### src/rtl/sram_like_arbiter_pkg.sv
// Shared definitions for the sram-like two-master arbiter.
// Provides the owner encoding, the default outstanding depth, bus widths
// and the packed request payload that is muxed onto the slave port.
package sram_like_arbiter_pkg;

  localparam logic OWNER_INST = 1'b0;
  localparam logic OWNER_DATA = 1'b1;

  localparam int unsigned OUTSTANDING_DEFAULT = 2;

  localparam int unsigned ADDR_W = 32;
  localparam int unsigned DATA_W = 32;
  localparam int unsigned SIZE_W = 2;

  // Request payload presented on the slave side
  typedef struct packed {
    logic              wr;
    logic [SIZE_W-1:0] size;
    logic [ADDR_W-1:0] addr;
    logic [DATA_W-1:0] wdata;
  } mem_req_t;

endpackage

### src/rtl/sram_like_arbiter_owner_fifo.sv
// In-order 1-bit FIFO recording which master owns each accepted transaction.
// Ports:
//   clk, resetn      clock, async active-low reset
//   push_i, din_i    push an owner bit (ignored when full)
//   pop_i            drop the head entry (ignored when empty)
//   head_o           owner of the oldest outstanding transaction
//   full_o, empty_o  occupancy flags
module sram_like_arbiter_owner_fifo #(
  parameter int unsigned DEPTH = 2,
  parameter int unsigned PTR_W = 1
) (
  input  logic clk,
  input  logic resetn,
  input  logic push_i,
  input  logic din_i,
  input  logic pop_i,
  output logic head_o,
  output logic full_o,
  output logic empty_o
);

  localparam int unsigned CNT_W = $clog2(DEPTH + 1);

  logic [DEPTH-1:0] mem_q, mem_d;
  logic [PTR_W-1:0] wr_ptr_q, wr_ptr_d;
  logic [PTR_W-1:0] rd_ptr_q, rd_ptr_d;
  logic [CNT_W-1:0] count_q, count_d;
  logic             push_ok, pop_ok;

  // Pointers wrap modulo DEPTH, which need not be a power of two
  function automatic logic [PTR_W-1:0] ptr_inc(input logic [PTR_W-1:0] p);
    return (p == PTR_W'(DEPTH - 1)) ? '0 : p + PTR_W'(1);
  endfunction

  assign full_o  = (count_q == CNT_W'(DEPTH));
  assign empty_o = (count_q == '0);
  assign head_o  = mem_q[rd_ptr_q];
  assign push_ok = push_i && !full_o;
  assign pop_ok  = pop_i && !empty_o;

  // Next-state for storage, pointers and occupancy
  always_comb begin
    mem_d    = mem_q;
    wr_ptr_d = wr_ptr_q;
    rd_ptr_d = rd_ptr_q;
    count_d  = count_q;
    if (push_ok) begin
      mem_d[wr_ptr_q] = din_i;
      wr_ptr_d        = ptr_inc(wr_ptr_q);
    end
    if (pop_ok) begin
      rd_ptr_d = ptr_inc(rd_ptr_q);
    end
    case ({push_ok, pop_ok})
      2'b10:   count_d = count_q + CNT_W'(1);
      2'b01:   count_d = count_q - CNT_W'(1);
      default: count_d = count_q;
    endcase
  end

  // State registers
  always_ff @(posedge clk or negedge resetn) begin
    if (!resetn) begin
      mem_q    <= '0;
      wr_ptr_q <= '0;
      rd_ptr_q <= '0;
      count_q  <= '0;
    end else begin
      mem_q    <= mem_d;
      wr_ptr_q <= wr_ptr_d;
      rd_ptr_q <= rd_ptr_d;
      count_q  <= count_d;
    end
  end

endmodule

### src/rtl/sram_like_arbiter.sv
// Two-master (instruction / data) to one-slave arbiter for the sram-like bus.
// The request path is combinational; responses are routed back to the master
// that issued the matching request via an in-order owner FIFO.
// Ports:
//   clk, resetn                      clock, async active-low reset
//   inst_*                           instruction master (read only)
//   data_*                           data master (read/write)
//   mem_*                            shared sram-like slave port
//   arb_err                          sticky: data_ok seen with nothing outstanding
module sram_like_arbiter
  import sram_like_arbiter_pkg::*;
#(
  parameter int unsigned OUTSTANDING = OUTSTANDING_DEFAULT,
  parameter int unsigned OWN_PTR_W   = 1
) (
  input  logic              clk,
  input  logic              resetn,

  input  logic              inst_req,
  input  logic [SIZE_W-1:0] inst_size,
  input  logic [ADDR_W-1:0] inst_addr,
  output logic              inst_addr_ok,
  output logic              inst_data_ok,
  output logic [DATA_W-1:0] inst_rdata,

  input  logic              data_req,
  input  logic              data_wr,
  input  logic [SIZE_W-1:0] data_size,
  input  logic [ADDR_W-1:0] data_addr,
  input  logic [DATA_W-1:0] data_wdata,
  output logic              data_addr_ok,
  output logic              data_data_ok,
  output logic [DATA_W-1:0] data_rdata,

  output logic              mem_req,
  output logic              mem_wr,
  output logic [SIZE_W-1:0] mem_size,
  output logic [ADDR_W-1:0] mem_addr,
  output logic [DATA_W-1:0] mem_wdata,
  input  logic              mem_addr_ok,
  input  logic              mem_data_ok,
  input  logic [DATA_W-1:0] mem_rdata,

  output logic              arb_err
);

  logic     lock_q, lock_d;
  logic     lock_owner_q, lock_owner_d;
  logic     arb_err_q, arb_err_d;
  logic     grant_c;
  logic     grant_req_c;
  logic     accept_c;
  logic     pop_c;
  logic     fifo_head, fifo_full, fifo_empty;
  mem_req_t inst_pl_c, data_pl_c, mem_pl_c;

  // Grant: a stalled handshake keeps its master; otherwise data has priority
  always_comb begin
    grant_c = inst_req ? OWNER_INST : OWNER_INST;
    if (lock_q) begin
      grant_c = lock_owner_q;
    end else if (data_req) begin
      grant_c = OWNER_DATA;
    end
  end

  assign inst_pl_c = '{wr: 1'b0, size: inst_size, addr: inst_addr, wdata: '0};
  assign data_pl_c = '{wr: data_wr, size: data_size, addr: data_addr, wdata: data_wdata};
  assign mem_pl_c  = (grant_c == OWNER_DATA) ? data_pl_c : inst_pl_c;

  // No bypass when full: a pop in the same cycle does not open a slot
  assign grant_req_c = (grant_c == OWNER_DATA) ? data_req : inst_req;
  assign mem_req     = grant_req_c && !fifo_full;
  assign mem_wr      = mem_pl_c.wr;
  assign mem_size    = mem_pl_c.size;
  assign mem_addr    = mem_pl_c.addr;
  assign mem_wdata   = mem_pl_c.wdata;

  assign accept_c     = mem_req && mem_addr_ok;
  assign inst_addr_ok = accept_c && (grant_c == OWNER_INST);
  assign data_addr_ok = accept_c && (grant_c == OWNER_DATA);

  // Responses go to the owner at the FIFO head; stray data_ok is dropped
  assign pop_c        = mem_data_ok && !fifo_empty;
  assign inst_data_ok = pop_c && (fifo_head == OWNER_INST);
  assign data_data_ok = pop_c && (fifo_head == OWNER_DATA);
  assign inst_rdata   = mem_rdata;
  assign data_rdata   = mem_rdata;

  assign arb_err = arb_err_q;

  sram_like_arbiter_owner_fifo #(
    .DEPTH (OUTSTANDING),
    .PTR_W (OWN_PTR_W)
  ) u_owner_fifo (
    .clk     (clk),
    .resetn  (resetn),
    .push_i  (accept_c),
    .din_i   (grant_c),
    .pop_i   (pop_c),
    .head_o  (fifo_head),
    .full_o  (fifo_full),
    .empty_o (fifo_empty)
  );

  // Lock and error flag next-state
  always_comb begin
    lock_d       = lock_q;
    lock_owner_d = lock_owner_q;
    arb_err_d    = arb_err_q;
    if (mem_req && !mem_addr_ok) begin
      lock_d       = 1'b1;
      lock_owner_d = grant_c;
    end else if (accept_c) begin
      lock_d = 1'b0;
    end
    if (mem_data_ok && fifo_empty) begin
      arb_err_d = 1'b1;
    end
  end

  always_ff @(posedge clk or negedge resetn) begin
    if (!resetn) begin
      lock_q       <= 1'b0;
      lock_owner_q <= OWNER_INST;
      arb_err_q    <= 1'b0;
    end else begin
      lock_q       <= lock_d;
      lock_owner_q <= lock_owner_d;
      arb_err_q    <= arb_err_d;
    end
  end

endmodule

### config.mk
export PLATFORM = sky130hd
export DESIGN_NAME = sram_like_arbiter
export DESIGN_NICKNAME = d
export VERILOG_FILES = /design/src/rtl/sram_like_arbiter_pkg.sv /design/src/rtl/sram_like_arbiter_owner_fifo.sv /design/src/rtl/sram_like_arbiter.sv
export SDC_FILE = /design/constraint.sdc
export NUM_CORES = 1
export LEC_CHECK = 0
export BUFFER_PORTS_ARGS = -buffer_cell sky130_fd_sc_hd__clkbuf_2
export CAP_MARGIN = 20
export CORE_AREA = 5 5 103 105
export DETAILED_ROUTE_END_ITERATION = 7
export DIE_AREA = 0 0 108 110
export SLEW_MARGIN = 10
export SYNTH_ARGS = -nofsm -noshare
export SYNTH_HDL_FRONTEND = slang
export SYNTH_HIERARCHICAL = 1
export SYNTH_SLANG_ARGS = --single-unit
### constraint.sdc
create_clock -name clk -period 2.85 [get_ports clk]
set_input_delay 0.285 -clock clk [delete_from_list [all_inputs] [get_ports clk]]
set_output_delay 0.285 -clock clk [all_outputs]
set_load 0.01 [all_outputs]
==> results of run 1 <==
power by group:
part           internal, W  switching, W
combinational     0.000675      0.000720
clock            0.0000970     0.0000455
sequential        0.000191     0.0000713
total             0.000963      0.000837
critical path, stage by stage (launching register included):
cell,delay [ns]
dfrtp_1,0.47
a21bo_2,0.26
a2111oi_0,0.69
nand2_1,0.20
ha_1,0.38
nor2_1,0.13
xor2_1,0.16
stage by stage:
| step | cell area (µm²) | instances | hold slack [ns] | power [W] |
|---|---|---|---|---|
| finish | 2260 | 434 | 0.278 | 0.00180 |
| global route | 2260 | 434 | 0.287 | 0.00195 |
| CTS | 2260 | 434 | 0.275 | 0.00185 |
| detailed placement | 2200 | 429 | 0.157 | 0.00169 |
| global placement | 2200 | 429 | 0.152 | 0.00166 |
| floorplan | 1670 | 188 | -0.0106 | 0.00129 |
per-layer routing:
metal | wire length (µm) | share of wire, % | up-vias
li1 | - | - | 779
met1 | 2220 | 32 | 720
met2 | 3620 | 52 | 130
met3 | 997 | 14 | 15
met4 | 89 | 1.3 | 4
met5 | 21 | 0.30 | -
path summary, 6_finish.rpt:
kind | start | end | slack [ns] | depth (start not counted)
setup reg to reg | lock_q$_DFFE_PN0P_ | u_owner_fifo/count_q[1]$_DFFE_PN0P_ | 0.47 | 6
min in group asynchronous | resetn | u_owner_fifo/wr_ptr_q$_DFFE_PN0P_ | 0.46 | 2
hold / removal | mem_data_ok | arb_err$_DFFE_PN0P_ | 0.28 | 2
max in group asynchronous | resetn | u_owner_fifo/count_q[0]$_DFFE_PN0P_ | 2.19 | 2
setup / recovery | lock_q$_DFFE_PN0P_ | u_owner_fifo/count_q[1]$_DFFE_PN0P_ | 0.47 | 6
hold reg to reg | arb_err$_DFFE_PN0P_ | arb_err$_DFFE_PN0P_ | 0.47 | 1
placed cells by master (no fill, tap or decap):
master,Yosys,final
a2111oi_0,2,2
a211oi_1,1,1
a21bo_2,1,1
a21o_1,1,1
a221o_1,1,1
and2_1,2,2
and4b_1,1,1
buf_12,0,1
clkbuf_1,0,1
clkbuf_2,0,179
clkbuf_8,0,3
dfrtp_1,9,9
dlygate4sd3_1,0,1
ha_1,1,1
inv_1,5,5
mux2_1,1,1
mux2_2,36,36
mux2i_1,1,1
mux2i_4,1,1
nand2_1,1,1
nand2b_2,1,1
nand3_1,1,1
nand3b_1,1,1
nor2_1,3,3
nor2b_1,36,36
nor3b_1,1,1
nor4b_1,1,1
o22ai_1,1,1
or2_2,1,1
or3_1,1,1
xnor2_1,3,3
xor2_1,2,2
sequential cells by signal, indices dropped and copies added, names as in the netlist:
signal / count
u_owner_fifo/count_q: 2
arb_err: 1
u_owner_fifo/rd_ptr_q: 1
u_owner_fifo/wr_ptr_q: 1
u_owner_fifo/mem_q: 2
lock_q: 1
lock_owner_q: 1
logic make-up after synthesis:
family / Yosys count
adder cells (fa/ha/maj): 1
XOR/XNOR: 5
AO/OA/AOI/OAI: 7
buffers and inverters: 77
AND/OR/NAND/NOR: 50
multiplexers: 39
flip-flops: 9
final cells by class:
class | count | area (µm²)
fill | 1102 | 7290
timing repair buffer | 181 | 926
multi-input combinational | 102 | 877
sequential | 9 | 225
tap | 133 | 166
clock buffer | 4 | 45.0
inverter | 5 | 18.8
==> out/results.txt, run 1 <==
Detail Placement HPWL -> 6260 µm
Num ports -> 276
Via density -> 3.80
Via count -> 1648
Setup TNS -> 0 ns
Synth area leader -> buf_4
Largest family of logic cells by synthesized area -> buffers and inverters
Met2 Use GR -> 18.0%
Post-synthesis register bit count -> 9
Num rows -> 36
Clock Skew -> 0.00230 ns
M3 GR Usage -> 5.13%
Worst-case clock buffer depth -> 2
Post-route antenna net violation count -> 0
Fin util -> 23.7%
Post-synthesis mux area share -> 26.9%
Min-delay worst type -> in -> reg
Leak pwr -> 1.22 nW
Gr ovfl total -> 0
Critical Path Fanout Max -> 8
Share of cells above drive strength 1 -> 74.1%
Synthesized instance count -> 188
Ys async rst share -> 100%
CTS resizes -> 0
Worst-Skew Late Latency -> 0.23 ns
Post-synthesis sequential area ratio -> 13.5%
CP Capture Type -> register
Area grow syn2layout -> 35.1%
WS Path Type -> reg -> reg
Postcts setup bufs -> 0
Mean Syn Cell Area -> 8.89 µm²
Grt met1 use -> 10.0%
Routed len/inst -> 16.0 µm
Worst setup margin -> 0.474 ns
Post-synthesis simple-gate area fraction -> 18.7%
Initial Util -> 17.5%
H-tree levels -> 1
Count of hold-fix buffers inserted at cts -> 1
DRT iter0 DRCs -> 41
Count leader, synth -> buf_4
Synth Area in Adders -> 0.749%
Dpl ws -> 0.509 ns
Yosys warning count -> 6
CTS Buf Count -> 3
Post-layout nets -> 442
Post-synthesis cell area -> 0.00167 mm²
Die width -> 108 µm
DIE AREA -> 0.0119 mm²
Antenna fix cells -> 0
Endpoints failing hold -> 0
Slew HR -> 48.5%
Placer Congestion -> 0.769
CTS Sinks -> 9
Initial antenna violation count -> 2
Worst vdd ir -> 0.375 mV
Chip Height -> 110 µm
DR pass1 iterations -> 4
Compound-Gate Fraction of Synth Area -> 3.52%
Max-slew violations -> 0
Core area -> 0.00955 mm²
Startpoint types -> register
Final worst-path cycle share -> 83.4%
Synth cell count leaders -> buf_4, mux2_2, nor2b_1
Root Driver -> clkbuf_8
WP data arrival -> 2.52 ns
Number of global-route vias before repair -> 1708
Unique masters post-synth -> 30
Least-Margin Pin Slew -> 0.753 ns
Share of the synthesized area in the top cell type -> 29.6%
Synth Flop Type -> dfrtp_1
Critical path data required time -> 3.00 ns
Pwr dens -> 797 mW/mm²
Largest net degree at the start of global routing -> 60
Buffers on Ports -> 179
Total Routing Usage GR -> 9.96%
CTS tree -> done
RSZ-0062 raised after global routing -> false
# DRC -> 0
Post-synth EDFFs -> 0
First-pass GRT wire length -> 9100 µm
Outcome -> completed
Min cycle time layout -> 2.38 ns
Max_cap viols -> 0
Final setup viols -> 0
Max Clk Rate -> 421 MHz
Drt total wl -> 6950 µm
Layer carrying the most global-route usage -> met2
Top area cells in the synthesized netlist -> buf_4, mux2_2, dfrtp_1
CTS clk-pin slew, worst paths -> 0.04 ns
Synth Area in XOR/XNOR -> 2.62%
Synth Net Count -> 328
Power figures use the tool's default switching activity.
==> run 2: changes to the inputs <==
==> constraint.sdc (replaced) <==
create_clock -name clk -period 2.2 [get_ports clk]
set_input_delay 0.22 -clock clk [delete_from_list [all_inputs] [get_ports clk]]
set_output_delay 0.22 -clock clk [all_outputs]
set_load 0.01 [all_outputs]
==> out/results.txt, run 2 (same netlist as run 1, synthesis figures left out) <==
Outcome -> completed
Largest regs -> u_owner_fifo/count_q x2, u_owner_fifo/mem_q x2
Drt total wl -> 7000 µm (+0.76%)
Ordered list of cells on the worst path -> a21bo_2, a2111oi_2, buf_4, nand2_1, ha_1, nor2_1, xor2_1
Final setup viols -> 0 (unchanged)
DIE AREA -> 0.0119 mm² (unchanged)
Num ports -> 276 (unchanged)
Cell family with most CP delay -> compound AO/OA/AOI/OAI gates
Max-slew violations -> 0 (unchanged)
CTS tree -> done
Post-layout nets -> 446 (+0.90%)
Worst-Skew Late Latency -> 0.23 ns (about the same)
Leak pwr -> 1.25 nW (+2.0%)
Via count -> 1670 (+1.3%)
Placer Congestion -> 0.750 (-2.4%)
Slowest stage delay, CP -> 0.44 ns (-0.25 ns)
Clock Skew -> 0.00127 ns (-0.00103 ns)
Commonest cells after routing, fill and taps aside -> clkbuf_2, mux2_2, nor2b_1, dfrtp_1, inv_1
Max Clk Rate -> 477 MHz (+13%)
Critical path data required time -> 2.34 ns (-0.66 ns)
Flop-to-flop setup slack -> 0.10 ns (-0.37 ns)
Endpoints failing hold -> 0 (unchanged)
Worst-case clock buffer depth -> 2 (unchanged)
Gr ovfl total -> 0 (unchanged)
Hold_ws -> 0.212 ns (-0.0665 ns)
WS Path Type -> reg -> reg
Via density -> 3.81 (+0.41%)
CTS clk-pin slew, worst paths -> 0.05 ns (about the same)
Root Driver -> clkbuf_8
H-tree levels -> 1 (unchanged)
Initial antenna violation count -> 2 (unchanged)
Buffers on Ports -> 179 (unchanged)
Post-route antenna net violation count -> 0 (unchanged)
Antenna fix cells -> 0 (unchanged)
Dpl ws -> 0.0915 ns (-0.417 ns)
Slew HR -> 68.8% (+20 points)
Chip Height -> 110 µm (unchanged)
Area of the multi-input gates -> 883 µm² (+0.71%)
CTS Buf Count -> 3 (unchanged)
Least-Margin Pin Slew -> 0.456 ns (-0.297 ns)
Min-delay worst type -> in -> reg
CP Capture Type -> register
Met2 Use GR -> 18.8% (+0.80 points)
Area grow syn2layout -> 38.1%
DR pass1 iterations -> 6 (+2)
Share of cells above drive strength 1 -> 75.1% (+1.0 points)
Worst setup margin -> 0.104 ns (-0.369 ns)
Worst vdd ir -> 0.605 mV (+62%)
Pwr dens -> 1060 mW/mm² (+33%)
M3 GR Usage -> 4.19% (-0.93 points)
Max_cap viols -> 0 (unchanged)
DRT iter0 DRCs -> 49 (+20%)
Commonest non-fill, non-tap cell in the layout -> clkbuf_2
Total Routing Usage GR -> 10.1% (+0.10 points)
Final worst-path cycle share -> 95.3% (+12 points)
Core area -> 0.00955 mm² (unchanged)
Crit path depth -> 7 (+1)
First-pass GRT wire length -> 9300 µm (+2.2%)
Largest net degree at the start of global routing -> 39 (-35%)
Routed len/inst -> 16.0 µm (-0.16%)
CP max stage cell -> dfrtp_2
CTS Sinks -> 9 (unchanged)
Num rows -> 36 (unchanged)
Fill cell count -> 1077 (-2.3%)
Grt met1 use -> 10.3% (+0.22 points)
# DRC -> 0 (unchanged)
Startpoint types -> register
Layer carrying the most global-route usage -> met2
Number of global-route vias before repair -> 1772 (+3.7%)
Detail Placement HPWL -> 6310 µm (+0.82%)
FF/Latch Area -> 226 µm² (+0.56%)
R2R cell count -> 7 (+1)
WP data arrival -> 2.24 ns (-0.28 ns)
Initial Util -> 17.5% (unchanged)
Crit path buf inv count -> 1 (+1)
Min cycle time layout -> 2.10 ns (-0.281 ns)
Die width -> 108 µm (unchanged)
Critical Path Fanout Max -> 8 (unchanged)
WHS Path Cells -> 2 (unchanged)
-- run 2: worst paths after layout --
| check | end | start |
|---|---|---|
| max in group asynchronous | lock_q$_DFFE_PN0P_ | resetn |
| setup reg to reg | u_owner_fifo/count_q[1]$_DFFE_PN0P_ | lock_q$_DFFE_PN0P_ |
| min in group asynchronous | arb_err$_DFFE_PN0P_ | resetn |
| setup / recovery | u_owner_fifo/count_q[1]$_DFFE_PN0P_ | lock_q$_DFFE_PN0P_ |
| hold / removal | arb_err$_DFFE_PN0P_ | mem_data_ok |
| hold reg to reg | arb_err$_DFFE_PN0P_ | arb_err$_DFFE_PN0P_ |
-- run 2: where the power goes --
group / leakage (nW) / switching [W] / internal, W
sequential: 0.101 / 0.0000728 / 0.000249
clock: 0.0228 / 0.0000647 / 0.000126
combinational: 1.13 / 0.000982 / 0.000946
total: 1.25 / 0.00112 / 0.00132
-- run 2: layout make-up --
| cell class | count | area share (%) |
|---|---|---|
| inverter | 5 | 0.813 |
| multi-input combinational | 102 | 38.3 |
| clock buffer | 4 | 1.95 |
| timing repair buffer | 185 | 42.0 |
| sequential | 9 | 9.81 |
| tap | 133 | 7.21 |
-- run 2: what timing repair did --
item                                    CTS  global route
endpoints found under the hold margin     9             0
resized for setup                         0             3
buffers inserted                          0             0
hold buffers                              1             0
endpoints found under the setup margin    0             1
-- run 2: metal layers --
layer,vias up,routed length [µm]
li1,788,-
met1,726,2270
met2,137,3630
met3,15,987
met4,4,91
met5,-,27
-- run 2: through the flow --
step	setup TNS (ns)	total power, W	instances	util [%]	instance area, µm²
after floorplan	0	0.00167	188	-	1670
after detailed placement	0	0.00229	433	23.5	2250
final	0	0.00244	438	24.2	2310
after global routing	-0.0415	0.00265	438	24.2	2310
after CTS	0	0.00249	438	24.1	2300
after global placement	0	0.00224	433	23.5	2250
